`config.mk`:
```
export PLATFORM = sky130hd
export DESIGN_NAME = wb_stage
export DESIGN_NICKNAME = d
export VERILOG_FILES = /design/src/rtl/mips_pkg.sv /design/src/rtl/load_align.sv /design/src/rtl/wb_stage.sv
export SDC_FILE = /design/constraint.sdc
export NUM_CORES = 1
export LEC_CHECK = 0
export CORE_ASPECT_RATIO = 1.5
export CORE_MARGIN = 5
export CORE_UTILIZATION = 40
export CTS_BUF_LIST = sky130_fd_sc_hd__clkbuf_16
export DETAILED_ROUTE_END_ITERATION = 16
export PLACE_DENSITY_LB_ADDON = 0.08
export SYNTH_ARGS = -nofsm -noshare
export SYNTH_HDL_FRONTEND = slang
export SYNTH_SLANG_ARGS = --single-unit
```
`constraint.sdc`:
```
create_clock -name CLK -period 2.9 [get_ports CLK]
set_input_delay 0.29 -clock CLK [delete_from_list [all_inputs] [get_ports CLK]]
set_output_delay 0.29 -clock CLK [all_outputs]
set_load 0.1 [all_outputs]
```
`src/rtl/mips_pkg.sv`:
```
// Shared MIPS pipeline definitions: widths, write-back control indices and
// load-type encodings.
package mips_pkg;

   localparam int unsigned DATA_W     = 32;
   localparam int unsigned REG_ADDR_W = 5;
   localparam int unsigned LT_W       = 3;
   localparam int unsigned WB_CTRL_W  = 2;

   // Bit positions inside the 2-bit WB control field
   localparam int unsigned WB_REGWRITE = 0;
   localparam int unsigned WB_MEMTOREG = 1;

   typedef enum logic [LT_W-1:0] {
      LT_LW  = 3'b000,
      LT_LB  = 3'b001,
      LT_LBU = 3'b010,
      LT_LH  = 3'b011,
      LT_LHU = 3'b100
   } load_type_e;

   // Contents of the MEM/WB pipeline register
   typedef struct packed {
      logic                  valid;
      logic                  reg_write;
      logic [REG_ADDR_W-1:0] rd;
      logic [DATA_W-1:0]     rd_data;
      logic                  align_err;
   } wb_entry_t;

endpackage

```
`src/rtl/load_align.sv`:
```
// Big-endian load data alignment and extension; purely combinational.
module load_align
   import mips_pkg::*;
(
   input  logic [DATA_W-1:0] raw_data,
   input  logic [1:0]        off,
   input  logic [LT_W-1:0]   load_type,
   output logic [DATA_W-1:0] aligned_data,
   output logic              misalign
);

   logic [7:0]  byte_sel;
   logic [15:0] half_sel;

   always_comb begin
      byte_sel = raw_data[31:24];
      case (off)
         2'd0:    byte_sel = raw_data[31:24];
         2'd1:    byte_sel = raw_data[23:16];
         2'd2:    byte_sel = raw_data[15:8];
         default: byte_sel = raw_data[7:0];
      endcase
      // Misaligned halfwords fall back to the half picked by off[1]
      half_sel = off[1] ? raw_data[15:0] : raw_data[31:16];
   end

   always_comb begin
      aligned_data = raw_data;
      misalign     = (off != 2'd0);
      case (load_type)
         LT_LB: begin
            aligned_data = {{24{byte_sel[7]}}, byte_sel};
            misalign     = 1'b0;
         end
         LT_LBU: begin
            aligned_data = {24'd0, byte_sel};
            misalign     = 1'b0;
         end
         LT_LH: begin
            aligned_data = {{16{half_sel[15]}}, half_sel};
            misalign     = off[0];
         end
         LT_LHU: begin
            aligned_data = {16'd0, half_sel};
            misalign     = off[0];
         end
         default: begin
            // LW and reserved encodings pass the word through
            aligned_data = raw_data;
            misalign     = (off != 2'd0);
         end
      endcase
   end

endmodule

```
`src/rtl/wb_stage.sv`:
```
// MEM/WB pipeline register and write-back select; drives the register file
// write port and keeps a retired-instruction count.
module wb_stage
   import mips_pkg::*;
#(
   parameter int unsigned DATA_W = 32,
   parameter int unsigned CNT_W  = 32
) (
   input  logic                  CLK,
   input  logic                  RESET,
   input  logic                  STALL,
   input  logic                  FLUSH,
   input  logic                  MEM_valid,
   input  logic [WB_CTRL_W-1:0]  MEM_WB,
   input  logic [REG_ADDR_W-1:0] MEM_RD,
   input  logic [DATA_W-1:0]     MEM_ALU_result,
   input  logic [DATA_W-1:0]     MEM_Read_data,
   input  logic [LT_W-1:0]       MEM_LoadType,
   output logic                  WB_RegWrite,
   output logic [REG_ADDR_W-1:0] WB_RD,
   output logic [DATA_W-1:0]     WB_RD_DATA,
   output logic                  WB_valid,
   output logic                  ALIGN_ERR,
   output logic [CNT_W-1:0]      RETIRE_COUNT
);

   logic [DATA_W-1:0] aligned_load;
   logic              load_misalign;
   logic              mem_to_reg;
   logic              misalign;
   wb_entry_t         wb_q;
   wb_entry_t         wb_next;
   logic [CNT_W-1:0]  retire_q;

   load_align u_load_align (
      .raw_data     (MEM_Read_data),
      .off          (MEM_ALU_result[1:0]),
      .load_type    (MEM_LoadType),
      .aligned_data (aligned_load),
      .misalign     (load_misalign)
   );

   // Misalignment only matters for instructions that actually load
   assign mem_to_reg = MEM_WB[WB_MEMTOREG];
   assign misalign   = mem_to_reg & load_misalign;

   always_comb begin
      wb_next           = '0;
      wb_next.valid     = MEM_valid;
      wb_next.rd        = MEM_RD;
      wb_next.rd_data   = mem_to_reg ? aligned_load : MEM_ALU_result;
      wb_next.reg_write = MEM_valid & MEM_WB[WB_REGWRITE]
                          & (MEM_RD != '0) & ~misalign;
      wb_next.align_err = MEM_valid & mem_to_reg & misalign;
   end

   // FLUSH beats STALL; a flush keeps rd/data so only the enables drop
   always_ff @(posedge CLK or posedge RESET) begin
      if (RESET) begin
         wb_q     <= '0;
         retire_q <= '0;
      end else if (FLUSH) begin
         wb_q.valid     <= 1'b0;
         wb_q.reg_write <= 1'b0;
         wb_q.align_err <= 1'b0;
      end else if (!STALL) begin
         wb_q <= wb_next;
         if (MEM_valid) begin
            retire_q <= retire_q + CNT_W'(1);
         end
      end
   end

   assign WB_RegWrite  = wb_q.reg_write;
   assign WB_RD        = wb_q.rd;
   assign WB_RD_DATA   = wb_q.rd_data;
   assign WB_valid     = wb_q.valid;
   assign ALIGN_ERR    = wb_q.align_err;
   assign RETIRE_COUNT = retire_q;

endmodule

```
==> impl_metrics.csv, run 1 <==
group,metric,value,unit
yosys,synth_ff_type,"dfrtp_1",
finish,nNetsFinal,618,
sta,fin_skew,3.74,ps
floorplan,die_w,88.9,um
clock_network,clock_sinks,72,
yosys,yosysUniqueCellTypes,48,
finish,syn_to_final_growth,47.1,%
route,vias,3557,
clock_network,cts_max_level,3,
place,dp_hpwl,9110,um
yosys,yosys_warnings,0,
sta,drv_slew,0,
floorplan,initial_core_util,40.6,%
yosys,postSynth.asyncResetShare,100,%
setup_path,cp_data_required_time,3160,ps
sta,rsz0062_at_grt,"no",
global_routing,grt_pass1_wl,18500,um
setup_path,worstSetupPathType,"input port to flop",
global_routing,antenna_found_initial,0,
yosys,syn_inst,389,
yosys,syn_area_per_cell,9.60,um^2
route,ant_nets,0,
setup_path,cp.depth,6,
clock_network,ctsHoldBuffers,0,
job,maxCapViolCount,0,
route,drt_first_iter_violations,144,
setup_path,cp_data_arrival_time,2410,ps
clock_network,cts_root_buffer,"clkbuf_16",
clock_network,cts_tree,"done",
power,power.density,709,nW/um^2
floorplan,io_pins,151,
sta,min_period,2160,ps
sta,setup_viol,0,
route,drc,0,
global_routing,grt_max_degree,43,
setup_path,slowest_delay,810,ps
setup_path,cp-start-kind,"input port",
place,pre_cts_ws,385,ps
finish,multi_input_area,1810,um^2
sta,max_freq,0.463,GHz
route,wl,12000,um
yosys,yosysSeqAreaShare,48.2,%
global_routing,grt_usage,21.3,%
clock_network,cts_setup_buffers,0,
setup_path,crit_end,"WB_RD_DATA[25]$_DFFE_PP0P_",
setup_path,endpoint_kind,"flop",
route,drt-pass1-iter-count,6,
sta,worst_slew_pin_slew,1010,ps
clock_network,ctsLongestPathBuffers,2,
setup_path,reg2reg_from,"RETIRE_COUNT[8]$_DFFE_PP0P_",
power,peakVddDrop,449,uV
setup_path,crit_family,"buffers and inverters",
clock_network,cts_resized,0,
setup_path,cp_slowest_cell,"xnor2_1",
setup_path,critPathLaunch,"MEM_LoadType[1]",
setup_path,path_cells,"clkdlybuf4s50_1, nor2_1, xnor2_1, buf_4, nand2_1, a21oi_1",
finish,fin_area,5490,um^2
sta,fin_hold_ws,384,ps
yosys,syn_nets,469,
finish,regArea,1800,um^2
global_routing,grt_overflow,0,
floorplan,rows,43,
finish,layout_common_cells,"80 x buf_4, 78 x clkdlybuf4s50_1, 72 x dfrtp_1, 55 x nand2_1, 33 x a21oi_1",
finish,drive_above_1_share,21.9,%
global_routing,grt_pass1_vias,3612,
place,dpl_cell_area,5170,um^2
sta,setup_ws,742,ps
sta,finalCritPeriodShare,74.4,%
power,p_leak,2.42,nW
hold_path,holdCritPathClass,"input port to asynchronous set/reset pin",
setup_path,critPathMaxFanout,12,
place,globalplace.congestion,0.914,
floorplan,core,9200,um^2
sta,hold_viol,0,
yosys,synth_edf_count,0,
setup_path,rrSetupSlack,1010,ps
clock_network,clkLatencyLatePin,340,ps
floorplan,dieArea,11400,um^2
sta,tns,0,ps
setup_path,worst-r2r-cell-count,5,
finish,nFillCells,827,
place,io_buffers,150,
setup_path,reg2reg_to,"RETIRE_COUNT[29]$_DFFE_PP0P_",
finish,num_antenna_cells,0,
status,status,"finished clean",
floorplan,die_h,128,um
setup_path,path_buf_inv,2,
clock_network,numCtsBuffers,9,
route,avgViaCountPerCell,5.43,
yosys,ys_ff_latch,72,
sta,relSlewSlack,32.1,%
route,routedWlPerCell,18.3,um
finish,final_common_cell,"buf_4",
clock_network,path_clk_slew,60,ps
yosys,syn_area,3730,um^2
-- through the flow --
step / utilization, % / power (W) / cells
after floorplan: - / 0.00230 / 389
after global placement: 56.2 / 0.00271 / 639
after detailed placement: 56.2 / 0.00273 / 639
after CTS: 59.7 / 0.00393 / 655
after global routing: 59.7 / 0.00403 / 655
final: 59.7 / 0.00390 / 655
-- flip-flops by register name, summed over array words and instances, names as in the netlist --
signal        flops
ALIGN_ERR         1
RETIRE_COUNT     32
WB_RD             5
WB_RD_DATA       32
WB_RegWrite       1
WB_valid          1
-- final cells by class --
class | count | share of cell area (%)
Clock inverter | 7 | 1.73
Sequential cell | 72 | 32.8
Timing Repair Buffer | 159 | 25.5
Tap cell | 112 | 2.55
Inverter | 5 | 0.342
Clock buffer | 9 | 4.10
Multi-Input combinational cell | 291 | 33.0
-- routing by layer --
metal  share of wire (%)  routed length, um  vias to the layer above  global-route usage (%)
met5                   0                  0                        -                       0
met4                 3.7                445                        0                    10.5
met3                 6.1                737                       35                    3.59
met2                  54               6490                      135                    37.8
met1                  36               4340                     1696                    23.9
li1                    -                  -                     1691                       -
-- cells by family (layout without fill, tap and decap cells) --
| kind of cell | Yosys count | after routing | synth area share, % |
|---|---|---|---|
| compound gates | 92 | 92 | 14.6 |
| xor+xnor | 33 | 33 | 7.74 |
| fa+ha+maj | 1 | 1 | 0.335 |
| buf+inv | 26 | 180 | 3.48 |
| flops | 72 | 72 | 48.2 |
| mux | 14 | 14 | 4.62 |
| simple gates | 151 | 151 | 20.9 |
-- worst min path at each step --
stage / slack (ps) / endpoint / from
2_1_floorplan: 360 / WB_valid$_DFFE_PP0P_ / FLUSH
3_3_place_gp: 460 / RETIRE_COUNT[31]$_DFFE_PP0P_ / RETIRE_COUNT[31]$_DFFE_PP0P_
3_5_place_dp: 470 / WB_RD_DATA[7]$_DFFE_PP0P_ / WB_RD_DATA[7]$_DFFE_PP0P_
4_1_cts: 410 / RETIRE_COUNT[28]$_DFFE_PP0P_ / RESET
5_1_grt: 470 / RETIRE_COUNT[28]$_DFFE_PP0P_ / RESET
6_report: 380 / RETIRE_COUNT[28]$_DFFE_PP0P_ / RESET
-- where the power goes --
group	switching, W	total (W)	leakage [nW]	internal [W]
clock	0.000441	0.00119	0.156	0.000754
sequential	0.0000909	0.00121	0.888	0.00112
combinational	0.00113	0.00149	1.37	0.000363
-- cell usage after synthesis (2+ instances only) --
library cell / number / share of area (%)
buf_4: 3 / 0.60
buf_2: 5 / 0.67
and4_1: 3 / 0.70
mux2_2: 6 / 1.8
xnor2_1: 21 / 4.9
and2_1: 3 / 0.50
nand2_1: 55 / 5.5
a21oi_1: 33 / 4.4
nor3_1: 8 / 1.1
dfrtp_1: 72 / 48
or3_1: 29 / 4.9
nand3b_1: 2 / 0.40
xor2_1: 12 / 2.8
a31oi_1: 11 / 1.8
nand3_1: 11 / 1.5
inv_1: 4 / 0.40
clkbuf_1: 11 / 1.1
nor2_1: 16 / 1.6
a22oi_1: 8 / 1.6
mux2i_1: 6 / 1.6
nand4_1: 8 / 1.3
buf_6: 2 / 0.60
nor3b_1: 2 / 0.40
nor2_2: 2 / 0.33
nor4_1: 2 / 0.33
mux4_2: 2 / 1.2
o21ai_0: 31 / 4.2
Note: power is estimated with default switching activity, not from simulation.
==> inputs of run 2 (changes only) <==
Settings changed: CORE_UTILIZATION 40 to 39.
Clock period 2.9 ns to 1.9 ns, I/O delays scaled along.
==> run 2 against run 1 <==
  * Routed wire length shrank 2.6%
  * Combinational power is 56% higher
  * Final area rose by 4.1%
  * Clock power increased by 45%
  * Global-route usage is 1.4 points lower
  * Power grew 52%
  * Final cell count increased by 3.8%
  * Die area is 2.3% higher
==> impl_metrics.csv, run 2 (synthesis gave the netlist of run 1 again) <==
group,metric,value,unit
route,wl,11700,um
setup_path,reg2reg_from,"RETIRE_COUNT[9]$_DFFE_PP0P_",
clock_network,ctsHoldBuffers,0,
sta,setup_viol,0,
setup_path,critPathLaunch,"RETIRE_COUNT[9]$_DFFE_PP0P_",
clock_network,path_clk_slew,60,ps
setup_path,reg2reg_to,"RETIRE_COUNT[22]$_DFFE_PP0P_",
place,dpl_cell_area,5410,um^2
finish,layout_common_cells,"105 x buf_4, 78 x clkdlybuf4s50_1, 55 x nand2_1, 46 x dfrtp_1, 33 x a21oi_1",
floorplan,dieArea,11700,um^2
global_routing,grt_max_degree,73,
power,peakVddDrop,760,uV
clock_network,clock_sinks,72,
setup_path,cp_data_required_time,2150,ps
sta,hold_viol,0,
route,ant_nets,0,
clock_network,cts_max_level,3,
finish,num_antenna_cells,0,
clock_network,numCtsBuffers,9,
setup_path,cp-start-kind,"flop",
route,drt-pass1-iter-count,4,
sta,finalCritPeriodShare,88.8,%
place,globalplace.congestion,0.891,
setup_path,worst-r2r-cell-count,6,
global_routing,grt_usage,19.9,%
power,power.density,1040,nW/um^2
setup_path,worstSetupPathType,"flop to flop",
sta,tns,0,ps
route,routedWlPerCell,17.2,um
finish,final_common_cell,"buf_4",
route,drt_first_iter_violations,104,
finish,utilization,61.4,%
global_routing,grt_pass1_vias,3790,
job,maxCapViolCount,0,
route,vias,3580,
finish,drive_above_1_share,29.2,%
route,drc,0,
sta,min_period,1690,ps
setup_path,rrSetupSlack,210,ps
floorplan,die_h,130,um
finish,fin_area,5720,um^2
clock_network,cts_setup_buffers,0,
global_routing,antenna_found_initial,0,
hold_path,holdCritPathClass,"input port to asynchronous set/reset pin",
sta,fin_skew,4.11,ps
power,p_total,0.00592,W
floorplan,core,9310,um^2
place,io_buffers,150,
floorplan,initial_core_util,40.1,%
setup_path,critPathMaxFanout,6,
sta,relSlewSlack,68.0,%
global_routing,grt_overflow,0,
clock_network,cts_root_buffer,"clkbuf_16",
route,avgViaCountPerCell,5.26,
finish,syn_to_final_growth,53.1,%
sta,drv_slew,0,
clock_network,cts_resized,0,
floorplan,rows,43,
floorplan,io_pins,151,
setup_path,endpoint_kind,"flop",
sta,max_freq,0.593,GHz
sta,worst_slew_pin_slew,479,ps
finish,nFillCells,828,
clock_network,ctsLongestPathBuffers,2,
floorplan,die_w,89.9,um
status,status,"finished clean",
power,p_leak,2.50,nW
sta,rsz0062_at_grt,"no",
place,dp_hpwl,9170,um
clock_network,cts_tree,"done",
finish,nNetsFinal,643,
global_routing,grt_pass1_wl,18600,um
clock_network,clkLatencyLatePin,330,ps
setup_path,cp_data_arrival_time,1940,ps
## run 2: changes by cell type in the layout (fill, tap and decap cells not counted), sizes merged
cell	delta
inv	+1
clkinv	-1
buf	+25
## run 2: cell type report
type / instances / area [um^2] / share of cell area (%)
clock buffers: 9 / 225 / 3.94
clock inverters: 7 / 80.1 / 1.40
inverters: 5 / 22.5 / 0.394
repair buffers: 184 / 1590 / 27.8
multi-input cells: 291 / 1820 / 31.7
well taps: 112 / 140 / 2.45
flip-flops and latches: 72 / 1850 / 32.3
## run 2: worst max-delay path by stage
stage	to	slack, ps	cells past startpoint
6_report	RETIRE_COUNT[22]$_DFFE_PP0P_	210	6
5_1_grt	RETIRE_COUNT[29]$_DFFE_PP0P_	50	5
4_1_cts	RETIRE_COUNT[29]$_DFFE_PP0P_	140	5
3_5_place_dp	RETIRE_COUNT[29]$_DFFE_PP0P_	-80	6
3_3_place_gp	WB_RD_DATA[21]$_DFFE_PP0P_	-60	6
2_1_floorplan	RETIRE_COUNT[29]$_DFFE_PP0P_	-20	5
## run 2: metal layers
layer  track usage (%)  wire [um]  vias up
met3              4.90        626       30
met5                 0          0        -
met2              37.5       6380      114
met4              10.5        425        0
li1                  -          -     1735
met1              20.0       4270     1701
## run 2: through the flow
| stage | std cells | hold slack, ps | worst slack (ps) |
|---|---|---|---|
| floorplan | 389 | 256 | -18.7 |
| global placement | 664 | 462 | -61.7 |
| detailed placement | 664 | 463 | -81.3 |
| CTS | 680 | 346 | 139 |
| global route | 680 | 375 | 47.5 |
| finish | 680 | 325 | 213 |
## run 2: report_power, final
| part | total [W] | switching (W) | internal [W] | leakage, nW |
|---|---|---|---|---|
| clock | 0.00173 | 0.000607 | 0.00113 | 0.161 |
| sequential | 0.00186 | 0.000140 | 0.00172 | 0.848 |
| combinational | 0.00232 | 0.00173 | 0.000595 | 1.49 |
| total | 0.00592 | 0.00247 | 0.00345 | 2.50 |
## run 2: critical path: stages, from the launching register on
cell and delay (ps):
dfrtp_4 440, nand4_1 150, buf_4 170, nor2_1 130
nand3_1 210, nor4_1 340, xor2_1 180
